File: src/rtl/wb_pkg.sv
// Shared types and helpers for the register-file writeback path.
// Holds default widths, the load-size encoding and the load align/extend function.
package wb_pkg;

    localparam int DEF_DATA_W = 32;
    localparam int DEF_ADDR_W = 5;

    typedef enum logic [1:0] {
        SZ_BYTE = 2'b00,
        SZ_HALF = 2'b01,
        SZ_WORD = 2'b10
    } ld_size_e;

    // Little-endian lane select followed by sign/zero extension.
    // Size 2'b11 falls into the word path. Halfword ignores off[0].
    function automatic logic [DEF_DATA_W-1:0] align_extend(
        input logic [DEF_DATA_W-1:0] raw,
        input logic [1:0]            size,
        input logic                  sext,
        input logic [1:0]            off
    );
        logic [7:0]  b;
        logic [15:0] h;
        b = raw[{off, 3'b000} +: 8];
        h = raw[{off[1], 4'b0000} +: 16];
        case (size)
            SZ_BYTE: return {{24{sext & b[7]}}, b};
            SZ_HALF: return {{16{sext & h[15]}}, h};
            default: return raw;
        endcase
    endfunction

endpackage

File: src/rtl/wb_load_queue.sv
// Synchronous FIFO for load results awaiting the register-file write port.
// Ports: clk, reset (async low), push/push_data, pop/pop_data, full, empty.
module wb_load_queue #(
    parameter int DEPTH = 4,
    parameter int WIDTH = 37
) (
    input  logic             clk,
    input  logic             reset,
    input  logic             push,
    input  logic [WIDTH-1:0] push_data,
    input  logic             pop,
    output logic [WIDTH-1:0] pop_data,
    output logic             full,
    output logic             empty
);

    localparam int PTR_W = $clog2(DEPTH);
    localparam logic [PTR_W:0] FULL_CNT = (PTR_W+1)'(DEPTH);

    logic [PTR_W-1:0] wr_ptr;
    logic [PTR_W-1:0] rd_ptr;
    logic [PTR_W:0]   count;
    logic [WIDTH-1:0] mem [DEPTH];
    logic             do_push;
    logic             do_pop;

    assign full     = (count == FULL_CNT);
    assign empty    = (count == '0);
    assign do_push  = push && !full;
    assign do_pop   = pop && !empty;
    assign pop_data = mem[rd_ptr];

    // Storage carries no reset; occupancy alone decides validity.
    always_ff @(posedge clk) begin
        if (do_push) begin
            mem[wr_ptr] <= push_data;
        end
    end

    // DEPTH is a power of two, so pointers wrap by natural overflow.
    always_ff @(posedge clk or negedge reset) begin
        if (!reset) begin
            wr_ptr <= '0;
            rd_ptr <= '0;
            count  <= '0;
        end else begin
            if (do_push) begin
                wr_ptr <= wr_ptr + PTR_W'(1);
            end
            if (do_pop) begin
                rd_ptr <= rd_ptr + PTR_W'(1);
            end
            case ({do_push, do_pop})
                2'b10:   count <= count + (PTR_W+1)'(1);
                2'b01:   count <= count - (PTR_W+1)'(1);
                default: count <= count;
            endcase
        end
    end

endmodule

File: src/rtl/regfile_writeback_ctrl.sv
// Register-file write-port controller: merges ALU and load results, one write per cycle.
// Ports: clk, reset (async low); alu_valid/alu_rd/alu_data; ld_issue/ld_issue_rd;
//  ld_valid/ld_ready/ld_rd/ld_data/ld_size/ld_signed/ld_offset; wb_we/wb_rd/wb_data;
//  pending_mask (outstanding loads per register); waw_err (sticky ALU-over-pending-load).
module regfile_writeback_ctrl
    import wb_pkg::*;
#(
    parameter int DATA_W   = DEF_DATA_W,
    parameter int ADDR_W   = DEF_ADDR_W,
    parameter int LQ_DEPTH = 4
) (
    input  logic              clk,
    input  logic              reset,
    input  logic              alu_valid,
    input  logic [ADDR_W-1:0] alu_rd,
    input  logic [DATA_W-1:0] alu_data,
    input  logic              ld_issue,
    input  logic [ADDR_W-1:0] ld_issue_rd,
    input  logic              ld_valid,
    output logic              ld_ready,
    input  logic [ADDR_W-1:0] ld_rd,
    input  logic [DATA_W-1:0] ld_data,
    input  logic [1:0]        ld_size,
    input  logic              ld_signed,
    input  logic [1:0]        ld_offset,
    output logic              wb_we,
    output logic [ADDR_W-1:0] wb_rd,
    output logic [DATA_W-1:0] wb_data,
    output logic [31:0]       pending_mask,
    output logic              waw_err
);

    localparam int ENT_W = ADDR_W + DATA_W;

    logic              lq_full;
    logic              lq_empty;
    logic              lq_push;
    logic              lq_pop;
    logic [ENT_W-1:0]  lq_in;
    logic [ENT_W-1:0]  lq_head;
    logic [ADDR_W-1:0] head_rd;
    logic [DATA_W-1:0] head_data;
    logic [DATA_W-1:0] aligned;
    logic              alu_win;
    logic [31:0]       set_vec;
    logic [31:0]       clr_vec;
    logic [31:0]       pending_nxt;

    // ld_ready reflects registered occupancy only; a same-cycle pop does not free a slot.
    assign ld_ready = !lq_full;

    // Loads targeting x0 are consumed but never queued.
    assign lq_push = ld_valid && ld_ready && (ld_rd != '0);
    assign aligned = align_extend(ld_data, ld_size, ld_signed, ld_offset);
    assign lq_in   = {ld_rd, aligned};

    assign {head_rd, head_data} = lq_head;

    // An ALU result to x0 is not a request, letting a queued load use the port.
    assign alu_win = alu_valid && (alu_rd != '0);
    assign lq_pop  = !alu_win && !lq_empty;

    wb_load_queue #(
        .DEPTH (LQ_DEPTH),
        .WIDTH (ENT_W)
    ) u_lq (
        .clk       (clk),
        .reset     (reset),
        .push      (lq_push),
        .push_data (lq_in),
        .pop       (lq_pop),
        .pop_data  (lq_head),
        .full      (lq_full),
        .empty     (lq_empty)
    );

    // Set beats clear on the same bit; x0 never shows as pending.
    always_comb begin
        set_vec     = '0;
        clr_vec     = '0;
        if (ld_issue) begin
            set_vec = 32'd1 << ld_issue_rd;
        end
        if (lq_pop) begin
            clr_vec = 32'd1 << head_rd;
        end
        pending_nxt = ((pending_mask & ~clr_vec) | set_vec) & ~32'd1;
    end

    always_ff @(posedge clk or negedge reset) begin
        if (!reset) begin
            wb_we        <= 1'b0;
            wb_rd        <= '0;
            wb_data      <= '0;
            pending_mask <= '0;
            waw_err      <= 1'b0;
        end else begin
            pending_mask <= pending_nxt;
            if (alu_win) begin
                wb_we   <= 1'b1;
                wb_rd   <= alu_rd;
                wb_data <= alu_data;
                if (pending_mask[alu_rd]) begin
                    waw_err <= 1'b1;
                end
            end else if (lq_pop) begin
                wb_we   <= 1'b1;
                wb_rd   <= head_rd;
                wb_data <= head_data;
            end else begin
                wb_we   <= 1'b0;
            end
        end
    end

endmodule
File: config.mk
export PLATFORM = sky130hd
export DESIGN_NAME = regfile_writeback_ctrl
export DESIGN_NICKNAME = d
export VERILOG_FILES = /design/src/rtl/wb_pkg.sv /design/src/rtl/wb_load_queue.sv /design/src/rtl/regfile_writeback_ctrl.sv
export SDC_FILE = /design/constraint.sdc
export NUM_CORES = 1
export LEC_CHECK = 0
export BUFFER_PORTS_ARGS = -buffer_cell sky130_fd_sc_hd__buf_2
export CAP_MARGIN = 20
export CORE_ASPECT_RATIO = 1.25
export CORE_MARGIN = 2
export CORE_UTILIZATION = 30
export DETAILED_ROUTE_END_ITERATION = 12
export PLACE_DENSITY = 0.48
export SYNTH_ARGS = -nofsm -noshare
export SYNTH_HDL_FRONTEND = slang
export SYNTH_SLANG_ARGS = --single-unit
export TNS_END_PERCENT = 10
File: constraint.sdc
create_clock -name clk -period 6.5 [get_ports clk]
set_input_delay 1.3 -clock clk [delete_from_list [all_inputs] [get_ports clk]]
set_output_delay 1.3 -clock clk [all_outputs]
set_load 0.01 [all_outputs]
Word-level counts from Yosys, hierarchy flattened
Memories as Yosys holds them, arrays and structs flattened.
Cells that the tools add are included.
{ "classes": {"n_shift": 4, "bitwise": 5, "n_reduce_logical": 16, "eq_ne": 4, "add_sub_neg": 4, "n_mux": 14, "magnitude_cmp": 1} }
{ "op_table": {"columns": ["cell", "count"], "rows": [
  ["32-bit 2-to-1 mux", 4],
  ["32-bit one-hot mux with 2 select lines", 1],
  ["1-bit by 5-bit << shifter with 32-bit output (first input constant)", 2],
  ["32-bit AND", 1],
  ["32-bit inverter", 1],
  ["32-bit OR", 1],
  ["32-bit by 6-bit variable part select with 16-bit output", 1],
  ["32-bit by 6-bit variable part select with 8-bit output", 1],
  ["5-bit 2-to-1 mux", 2],
  ["5-bit nonzero test", 2],
  ["1-bit logical AND", 6],
  ["5-bit by 6-bit < comparator with 1-bit output (second input constant)", 1],
  ["3-bit one-hot mux with 2 select lines", 1],
  ["1-bit binary-select mux with 5-bit select", 1],
  ["1-bit 2-to-1 mux", 5],
  ["2-bit by 1-bit adder with 2-bit output (second input constant)", 2],
  ["2-bit by 1-bit == test with 1-bit output (second input constant)", 2],
  ["2-bit nonzero test", 2],
  ["3-bit by 1-bit adder with 3-bit output (second input constant)", 1],
  ["3-bit == test (second input constant)", 1],
  ["1-bit zero test", 3],
  ["3-bit zero test", 1],
  ["3-bit by 1-bit subtractor with 3-bit output (second input constant)", 1],
  ["1-bit AND", 2],
  ["other kinds (3)", 3]
]} }
{ "word_totals": {"regBits": 77, "ramBits": 148, "in_bits": 89, "mem_count": 1, "out_inout_bits": 72} }
{ "mem_list": {"columns": ["memory", "words", "width", "rd", "rd_clocked_by_memory_dff", "wr", "line_no", "source"], "rows": [
  ["u_lq.mem", 4, 37, 1, 0, 1, "wb_load_queue.sv:23", "logic [WIDTH-1:0] mem [DEPTH];"]
]} }

Depth between registers and ports, before layout
{ "depth": {"depth_word": 8, "ltp_mapped": 11, "ltp_nobuf": 11} }

Hierarchy
From an unflattened synthesis, not the netlist that was laid out.
{ "unflattened": {"hier_cells": 695, "hier_area_um2": 9973.3} }
{ "modules_own_cells": {"columns": ["module", "cells_per_inst", "area_each_um2", "n_inst", "seq_area_each_um2"], "rows": [
  ["wb_load_queue", 231, 5754.3, 1, 4619.4],
  ["regfile_writeback_ctrl", 464, 4219.0, 1, 1751.7]
]} }

Worst setup path after synthesis
OpenSTA, ideal clock, no wires.
{ "synth_path": {"path_type": "input -> register", "from": "input port alu_rd[3]", "to": "register u_lq.count[2]", "n_path_buf": 2, "setup_ps": 79, "t_arrival_ps": 3193, "slack_ps": 3228, "stages": 11, "required_time_ps": 6421, "path_cell_list": "clkbuf_1 -> nor3_1 -> a21boi_0 -> buf_4 -> nor2_1 -> ha_1 -> inv_1 -> fa_1 -> xor2_1 -> nor2_1 -> xor2_1"} }
{ "synth_between": {"elab_chain_len": 7} }
{ "synth_rtl": {"columns": ["element", "line_no", "source"], "rows": [
  ["start, declared", "regfile_writeback_ctrl.sv:15", "input logic [ADDR_W-1:0] alu_rd,"],
  ["5-bit nonzero test *", "regfile_writeback_ctrl.sv:60", "assign alu_win = alu_valid && (alu_rd != '0);"],
  ["1-bit logical AND *", "regfile_writeback_ctrl.sv:60", null],
  ["1-bit zero test *", "regfile_writeback_ctrl.sv:61", "assign lq_pop = !alu_win && !lq_empty;"],
  ["1-bit logical AND *", "regfile_writeback_ctrl.sv:61", null],
  ["1-bit logical AND *", "wb_load_queue.sv:30", "assign do_pop = pop && !empty;"],
  ["net u_lq.do_pop", "wb_load_queue.sv:25", "logic do_pop;"],
  ["2-bit by 1-bit == test with 1-bit output / 2-bit == test (equally long branches)", "wb_load_queue.sv:53", "case ({do_push, do_pop})"],
  ["3-bit one-hot mux with 2 select lines / 2-bit nonzero test (equally long branches)", null, null],
  ["end signal, assigned", "wb_load_queue.sv:54", "2'b10: count <= count + (PTR_W+1)'(1);"],
  ["end signal, assigned", "wb_load_queue.sv:55", "2'b01: count <= count - (PTR_W+1)'(1);"],
  ["end signal, assigned", "wb_load_queue.sv:56", "default: count <= count;"],
  ["end, declared", "wb_load_queue.sv:22", "logic [PTR_W:0] count;"]
]} }
The timed path passes the listed nets; every way through them passes the cells marked *.
A chain may end at the register's enable or synchronous reset.

Worst setup path after layout
{ "layout_path": {"from": "input port alu_rd[1]", "to": "register u_lq.count[2]"} }
Same word-level chain as after synthesis.

==> flow_metrics.tcl <==
set metrics [dict create \
    outcome "finished clean" \
    antenna_found_initial 0 \
    syn_nets 792 \
    synth-edff-count 148 \
    start_kind "input pin" \
    wirelength_mm 25.45 \
    die_area_sq_um 34530 \
    period_needed_ns 2.924 \
    nets 948 \
    vias_per_cell 4.859 \
    start_util 0.3042 \
    port_buffers 159 \
    peakVddDrop_uv 237.0 \
    drv_slew 0 \
    yosysSeqAreaShare 0.6426 \
    drtAntennaViolNets 0 \
    drt-initial-drc-count 453 \
    finClkSkew_ns 0.01705 \
    cts_max_level 1 \
    final_cell_mix "buf_2, edfxtp_1, nand2_1, dfrtp_1, o21ai_0" \
    clkSinkCount 225 \
    setup_viol 0 \
    grt_pass1_vias 6610 \
    clk_latency_ns 0.52 \
    synth_top_cell_by_area "edfxtp_1" \
    io_pins 161 \
    post_cts_resized 0 \
    synth_area_per_cell_sq_um 14.22 \
    synth_top_area_frac 0.4483 \
    ys_async_sr_fraction 0.3422 \
    powerDensity_nw_per_um2 435.4 \
    met1_length_mm 11.37 \
    max_freq_mhz 342.0 \
    fillerInstances 3203 \
    max_slew_margin 0.3988 \
    layout_commonest_cell "buf_2" \
    clk_pin_slew_worst_paths_ns 0.06 \
    synthFlopType "edfxtp_1" \
    drtPass1Iterations 5 \
    crit_type "input pin to flop" \
    max-clock-path-buffers 3 \
    wl_met2_mm 12.54 \
    crit_arrival_ns 3.37 \
    tns_ns 0 \
    cts_tree "done" \
    final_util 0.3670 \
    grt_max_degree 74 \
    grt-ovfl-total 0 \
    core_area_sq_um 32590 \
    diodes 0 \
    drc_errors 0 \
    cap_violations 0 \
    track_usage 0.1464 \
    hold_path.class "flop to flop" \
    crit_required_ns 6.94 \
    hold_viol 0 \
    netlist_area_sq_um 9915 \
    routedWlPerCell_um 19.73 \
    die_h_um 207.3 \
    synth_cells 697 \
    gp_congestion 0.8539 \
    die_w_um 166.6 \
    highest-signal-layer "met4" \
    hpwl_mm 17.43 \
    crit_path_max_fanout 12 \
    synth_area_leaders "edfxtp_1, dfrtp_1, mux4_2" \
    leakagePower_uw 0.004639 \
    via_count 6268 \
    root_buffer "clkbuf_16" \
    hold_buffers 0 \
    cts_buffers 25 \
    area_growth_syn_to_layout_pct 20.65 \
    end_kind "flop" \
    yosysWarnings 0 \
    met3_length_mm 1.186 \
    synth.distinct_cells 53 \
    synth-seq-cells 225 \
    tightest_slew_ns 0.9018 \
    fin_crit_sh 0.4499 \
    row_count 74 \
    post-cts-setup-buffer-count 0 \
    grt_setup_unrepaired "no" \
    grt_pass1_wl_mm 39.57 \
    layout-drive-gt1-share 0.3096 \
]
[Yosys cell counts (2+ instances only)]
cell type	count
nand3_1	3
a21oi_1	18
a21o_1	9
mux2i_1	52
a41oi_1	2
o21ai_0	53
nand2b_1	4
o2bb2ai_1	15
nor2b_4	3
clkbuf_1	21
a32o_1	3
buf_2	10
and2_1	7
a22o_1	3
buf_4	2
and4b_1	4
nand3b_1	8
nor4b_4	3
mux4_1	2
mux4_2	39
edfxtp_1	148
mux2_2	3
xor2_1	3
nand2_1	121
o22ai_1	3
xnor2_1	3
nor2b_1	5
buf_1	5
nor3_1	12
dfrtp_1	77
inv_1	11
ha_1	5
a31oi_1	2
nor2_1	19
[stage by stage]
stage | power [uW] | instances | worst slack (ns) | hold WS, ns | instance area (sq um)
6_report | 5208 | 1290 | 3.576 | 0.5096 | 11960
5_1_grt | 5518 | 1290 | 3.443 | 0.5296 | 11960
4_1_cts | 5311 | 1290 | 3.598 | 0.5168 | 11960
3_5_place_dp | 3911 | 1244 | 3.054 | 0.4985 | 11160
3_3_place_gp | 3901 | 1244 | 3.082 | 0.5011 | 11160
2_1_floorplan | 3263 | 697 | 3.228 | 0.4643 | 9915
[metal layers]
| layer | GRT usage | up-vias |
|---|---|---|
| met5 | 0 | - |
| met4 | 0.02973 | 0 |
| met3 | 0.02326 | 20 |
| met2 | 0.2516 | 195 |
| met1 | 0.1970 | 3118 |
| li1 | - | 2935 |
[critical path: stages]
cell	delay (ns)
buf_2	0.20
nor3_1	0.46
a21boi_4	0.12
nor2_1	0.22
ha_1	0.22
inv_1	0.06
fa_1	0.37
xor2_1	0.15
nor2_1	0.11
xor2_1	0.15
[final cells by class]
class | instances | area, sq um | area share
clock buffer | 31 | 668.1 | 0.05586
inverter | 11 | 41.29 | 0.003452
timing repair buffer | 168 | 865.8 | 0.07238
sequential | 225 | 6372 | 0.5327
multi-input combinational | 422 | 3353 | 0.2803
tap | 418 | 523.0 | 0.04372
clock inverter | 15 | 137.6 | 0.01151
[power breakdown]
part	switching (uW)	internal, uW	leakage [uW]	total [uW]
Clock	565	812	0.000393	1380
Combinational	940	743	0.00197	1680
Sequential	192	1960	0.00228	2150
Total	1700	3510	0.00464	5210
[sequential cells by signal (all words and copies together), names as in the netlist]
register      count
u_lq.mem        148
waw_err           1
u_lq.count        3
wb_we             1
wb_rd             5
wb_data          32
pending_mask     31
u_lq.rd_ptr       2
u_lq.wr_ptr       2
[cell families after synthesis]
group / after synthesis / synth area share
adders and majority gates: 6 / 0.008329
xor gates and xnor gates: 6 / 0.005301
other: 1 / 0.0003782
AOI/OAI and AO/OA: 115 / 0.07206
muxes: 96 / 0.1498
DFF: 225 / 0.6426
and+or+nand+nor: 198 / 0.09983
buffers and inverters: 50 / 0.02171
[path summary, 6_finish.rpt]
kind / start / end / slack, ns / cells past startpoint
max in group asynchronous: reset / wb_data[27] / 4.70 / 2
hold / removal: pending_mask[2] / pending_mask[2] / 0.51 / 1
setup reg to reg: u_lq.rd_ptr[0] / pending_mask[13] / 3.72 / 6
min in group asynchronous: reset / pending_mask[6] / 0.68 / 1
setup / recovery: alu_rd[1] / u_lq.count[2] / 3.58 / 10
hold reg to reg: pending_mask[2] / pending_mask[2] / 0.51 / 1
(Power assumes the default switching activity.)
